<file path="config.mk">
export PLATFORM = sky130hd
export DESIGN_NAME = brm_rate_mult
export DESIGN_NICKNAME = d
export VERILOG_FILES = /design/src/rtl/brm_rate_mult.sv
export SDC_FILE = /design/constraint.sdc
export NUM_CORES = 1
export LEC_CHECK = 0
export CELL_PAD_IN_SITES_DETAIL_PLACEMENT = 0
export CELL_PAD_IN_SITES_GLOBAL_PLACEMENT = 1
export CORE_MARGIN = 5
export CORE_UTILIZATION = 40
export DETAILED_ROUTE_END_ITERATION = 8
export GPL_TIMING_DRIVEN = 1
export PLACE_DENSITY_LB_ADDON = 0.1
export SYNTH_ARGS = -nofsm -noshare
export SYNTH_HDL_FRONTEND = slang
export SYNTH_SLANG_ARGS = --single-unit
</file>
<file path="constraint.sdc">
create_clock -name CK -period 3.7 [get_ports CK]
set_input_delay 0.74 -clock CK [delete_from_list [all_inputs] [get_ports CK]]
set_output_delay 0.74 -clock CK [all_outputs]
set_load 0.02 [all_outputs]
</file>
<file path="src/rtl/brm_rate_mult.sv">
// Binary rate multiplier: one shared up-counter drives CHANNELS pulse outputs with double-buffered rates.
// Optional per-channel pulse-count readback (PCNT) is enabled by defining BRM_PULSE_CNT_EN.
module brm_rate_mult #(
    parameter int WIDTH    = 32,
    parameter int CHANNELS = 1,
    localparam int CHW     = (CHANNELS > 1) ? $clog2(CHANNELS) : 1
) (
    input  logic                      CK,
    input  logic                      RN,
    input  logic                      Clear,
    input  logic                      X,
    input  logic                      RATE_WR,
    input  logic [CHW-1:0]            RATE_CH,
    input  logic [WIDTH-1:0]          RATE_D,
    output logic [CHANNELS-1:0]       Z,
    output logic                      W,
    output logic [CHANNELS-1:0]       RATE_PEND,
    output logic [WIDTH-1:0]          Y
`ifdef BRM_PULSE_CNT_EN
    ,
    output logic [CHANNELS*WIDTH-1:0] PCNT
`endif
);

    logic [WIDTH-1:0]    cnt;
    logic [WIDTH-1:0]    shadow [CHANNELS];
    logic [WIDTH-1:0]    active [CHANNELS];
    logic [CHANNELS-1:0] pend;

    logic [WIDTH-1:0]    low_zero;
    logic [WIDTH-1:0]    sel_mask;
    logic                cnt_full;
    logic                apply;
    logic [CHANNELS-1:0] wr_hit;
    logic [CHANNELS-1:0] z_next;

    // The lowest zero bit k of cnt selects rate bit WIDTH-1-k, so bit-reverse the one-hot mask.
    always_comb begin
        low_zero = ~cnt & (cnt + WIDTH'(1));
        sel_mask = '0;
        for (int i = 0; i < WIDTH; i++) begin
            sel_mask[WIDTH-1-i] = low_zero[i];
        end
        cnt_full = &cnt;
        apply    = Clear | (X & cnt_full);
        wr_hit   = '0;
        z_next   = '0;
        for (int ch = 0; ch < CHANNELS; ch++) begin
            wr_hit[ch] = RATE_WR && (RATE_CH == CHW'(ch));
            z_next[ch] = X & ~Clear & ~cnt_full & (|(active[ch] & sel_mask));
        end
    end

    always_ff @(posedge CK or negedge RN) begin
        if (!RN) begin
            cnt <= '0;
            Z   <= '0;
            W   <= 1'b0;
        end else if (Clear) begin
            cnt <= '0;
            Z   <= '0;
            W   <= 1'b0;
        end else if (X) begin
            cnt <= cnt + WIDTH'(1);
            Z   <= z_next;
            W   <= cnt_full;
        end else begin
            Z   <= '0;
            W   <= 1'b0;
        end
    end

    // A write landing on the apply edge goes straight to active and leaves nothing pending.
    always_ff @(posedge CK or negedge RN) begin
        if (!RN) begin
            pend <= '0;
            for (int ch = 0; ch < CHANNELS; ch++) begin
                shadow[ch] <= '0;
                active[ch] <= '0;
            end
        end else begin
            for (int ch = 0; ch < CHANNELS; ch++) begin
                if (apply) begin
                    if (wr_hit[ch]) begin
                        shadow[ch] <= RATE_D;
                        active[ch] <= RATE_D;
                    end else if (pend[ch]) begin
                        active[ch] <= shadow[ch];
                    end
                    pend[ch] <= 1'b0;
                end else if (wr_hit[ch]) begin
                    shadow[ch] <= RATE_D;
                    pend[ch]   <= 1'b1;
                end
            end
        end
    end

    assign Y         = cnt;
    assign RATE_PEND = pend;

`ifdef BRM_PULSE_CNT_EN
    logic [WIDTH-1:0]          acc [CHANNELS];
    logic [CHANNELS*WIDTH-1:0] pcnt_q;

    // acc counts pulses as they are issued; the wrap edge snapshots it into PCNT.
    always_ff @(posedge CK or negedge RN) begin
        if (!RN) begin
            pcnt_q <= '0;
            for (int ch = 0; ch < CHANNELS; ch++) begin
                acc[ch] <= '0;
            end
        end else if (Clear) begin
            pcnt_q <= '0;
            for (int ch = 0; ch < CHANNELS; ch++) begin
                acc[ch] <= '0;
            end
        end else if (X & cnt_full) begin
            for (int ch = 0; ch < CHANNELS; ch++) begin
                pcnt_q[ch*WIDTH +: WIDTH] <= acc[ch] + WIDTH'(z_next[ch]);
                acc[ch]                   <= '0;
            end
        end else begin
            for (int ch = 0; ch < CHANNELS; ch++) begin
                if (z_next[ch]) begin
                    acc[ch] <= acc[ch] + WIDTH'(1);
                end
            end
        end
    end

    assign PCNT = pcnt_q;
`endif

endmodule

</file>
==> results.json <==
{
  "outcome": "finished clean",
  "yosys_warnings": 0,
  "ys_seq_area_share_pct": 51.7,
  "dp_hpwl_mm": 8.04,
  "worst_slew_pin_slew_ps": 858,
  "route.detailed.drc": 0,
  "ir_worst_vdd_mv": 0.177,
  "fillCellCount": 1079,
  "grt_antenna_before_repair": 0,
  "cts.sinks": 99,
  "cts_tree": "yes",
  "period_minus_slack_ps": 3180,
  "grt_usage_pct": 16.6,
  "num_vias": 3097,
  "seq_area_um2": 2480,
  "synth-compound-area-share_pct": 8.35,
  "async_flop_share_pct": 100,
  "hold_viol_final": 0,
  "grt_max_degree": 66,
  "synthAdderAreaFrac_pct": 8.35,
  "io_pins": 73,
  "syn_to_final_growth_pct": 23.6,
  "critPathKind": "reg -> reg",
  "ys_seq_elements": 99,
  "synth_cell_types": 32,
  "min_path_type": "reg -> reg",
  "drive_gt1_share_pct": 20.5,
  "grt_first_pass_wirelength_mm": 18.5,
  "grt_overflow": 0,
  "clock-root-buffer": "clkbuf_16",
  "path_max_fanout": 7,
  "cp_top_family": "simple AND/OR/NAND/NOR gates",
  "multiInputGateArea_um2": 2080,
  "critPathRequiredTime_ps": 3940,
  "clk_latency_ps": 340,
  "worst_ep_arrival_time_ps": 3420,
  "finalSetupTns_ps": 0,
  "drv_cap": 0,
  "postSynthCellCount": 390,
  "drt_first_pass_iters": 4,
  "place_ws_ps": 480,
  "num-nets-final": 529,
  "end_kind": "flop",
  "synthSimpleGateAreaFrac_pct": 9.03,
  "die_w_um": 119,
  "syn_area_per_cell_um2": 12.3,
  "synth_xor_area_share_pct": 0.183,
  "die_y_um": 119,
  "muxShareOfSynthArea_pct": 17.4,
  "cts_hold_buf": 0,
  "routed_wirelength_mm": 11.2,
  "portBuffers": 72,
  "cts_buffers": 9,
  "synth_top_family_by_area": "multiplexers",
  "synthFlopType": "dfrtp_1",
  "synth_area_leader_cell": "dfrtp_1",
  "fin_util_pct": 49.9,
  "ctsResizeCount": 0,
  "slew_headroom_pct": 42.8,
  "gp_congestion": 0.796,
  "yosysTopAreaCellShare_pct": 51.7,
  "wl_per_cell_um": 18.3,
  "power.static_leakage_nw": 2.57,
  "cpPeakStageDelay_ps": 570,
  "post-route-worst-setup-slack_ps": 519,
  "synth_common_cells": "99 x dfrtp_1, 45 x nor2_1, 34 x mux2_2",
  "timing.final.crit_share_pct": 86.0,
  "n_antenna_cell": 0,
  "clock_path_buffers": 2,
  "power_density_nw_per_um2": 469,
  "core-area_um2": 11900,
  "cts_setup_buffers": 0,
  "skew_ps": 7.48,
  "reg2reg_from": "Y[6]",
  "fmax_mhz": 314,
  "row_count": 40,
  "dieArea_um2": 14300,
  "yosysMostFrequentCell": "dfrtp_1",
  "crit_chain": "nand2_2, or3_1, or3_2, or3_1, nor3_1, ha_1, a22o_1, a221oi_1, nand4_1, nor3_1, nor3_1",
  "slew_violations": 0,
  "grt_pass1_vias": 3362,
  "synthesis.nets": 460,
  "hold_start": "shadow[25]",
  "critPathLaunch": "Y[6]",
  "avgViaCountPerCell": 5.07,
  "rsz0062_at_grt": "false",
  "synth_edf_count": 0,
  "cp_slowest_cell": "or3_2",
  "clkTransAtPathRegs_ps": 70,
  "finalSetupViolations": 0,
  "crit_buf_inv": 0,
  "initial_core_util_pct": 40.4,
  "layout.cells.non_filler": 611,
  "syn_area_um2": 4790,
  "start_kind": "flop",
  "cp_common_cell": "nor3_1",
  "drt_iter0_drc": 109,
  "htree_levels": 3,
  "ant_nets": 0,
  "synth.top_cells.by_area": "dfrtp_1 52%, mux2_4 9.4%, ha_1 8.4%, mux2_2 8.0%, a211oi_1 5.0%",
  "dp.cells": 595
}
[where the power goes]
group / internal [mW] / leakage [nW] / switching, mW / total, mW
sequential: 1.26 / 1.22 / 0.120 / 1.38
clock: 0.468 / 0.139 / 0.436 / 0.904
combinational: 0.294 / 1.21 / 0.203 / 0.497
total: 2.02 / 2.57 / 0.758 / 2.78
[area by class of cell]
type                    instances  area share [%]
flip-flops and latches         99            41.8
multi-input cells             237            35.1
repair buffers                 78            13.0
clock buffers                   9            3.80
well taps                     147            3.10
inverters                      34            2.15
clock inverters                 7            1.03
[placed cells by master (no fill, tap or decap), types with 3 or more instances in the layout]
cell	netlist	layout
and3_1	4	4
clkbuf_16	0	9
a211oi_1	32	32
nor2_1	45	45
buf_4	0	6
ha_1	32	32
mux2_4	30	30
dfrtp_1	99	99
nand2_1	4	4
nand3_1	4	4
nand4_1	6	6
nor3_1	12	12
nor4_1	3	3
inv_1	33	33
a221oi_1	4	4
mux2_2	34	34
clkinv_4	0	3
clkdlybuf4s50_1	0	70
a22o_1	4	4
or3_1	4	4
a22oi_1	7	7
[cell families (layout without fill, tap and decap cells)]
group                    count (synthesis)  after routing
AO/OA/AOI/OAI                           50             50
buffers and inverters                   54            128
adder cells (fa/ha/maj)                 32             32
XOR/XNOR                                 1              1
multiplexers                            64             64
flip-flops                              99             99
AND/OR/NAND/NOR                         90             90
[routing by layer]
layer | part of all wire, % | wire length [um] | GRT usage, % | up-vias
li1 | - | - | - | 1519
met5 | 0 | 0 | 0 | -
met4 | 1.3 | 144 | 5.65 | 0
met1 | 51 | 5730 | 25.4 | 1506
met2 | 43 | 4790 | 23.6 | 60
met3 | 4.7 | 531 | 2.66 | 12
[final timing paths]
| path | to | depth (start not counted) | slack, ps |
|---|---|---|---|
| max | Z | 11 | 520 |
| min | shadow[25] | 1 | 500 |
| max reg2reg | Z | 11 | 520 |
| min reg2reg | shadow[25] | 1 | 500 |
| max in group asynchronous | active[29] | 2 | 2410 |
| min in group asynchronous | Z | 1 | 510 |
[sequential cells by signal (all words and copies together) (netlist names)]
name	count
RATE_PEND	1
shadow	32
active	32
Z	1
W	1
Y	32
[per-stage QoR]
stage | total power, mW | hold WS, ps | cell area (um2)
finish | 2.78 | 498 | 5920
global route | 2.92 | 515 | 5920
CTS | 2.81 | 503 | 5920
detailed placement | 1.90 | 486 | 5640
global placement | 1.89 | 483 | 5640
floorplan | 1.69 | 444 | 4790
Note: power is estimated with default switching activity, not from simulation.
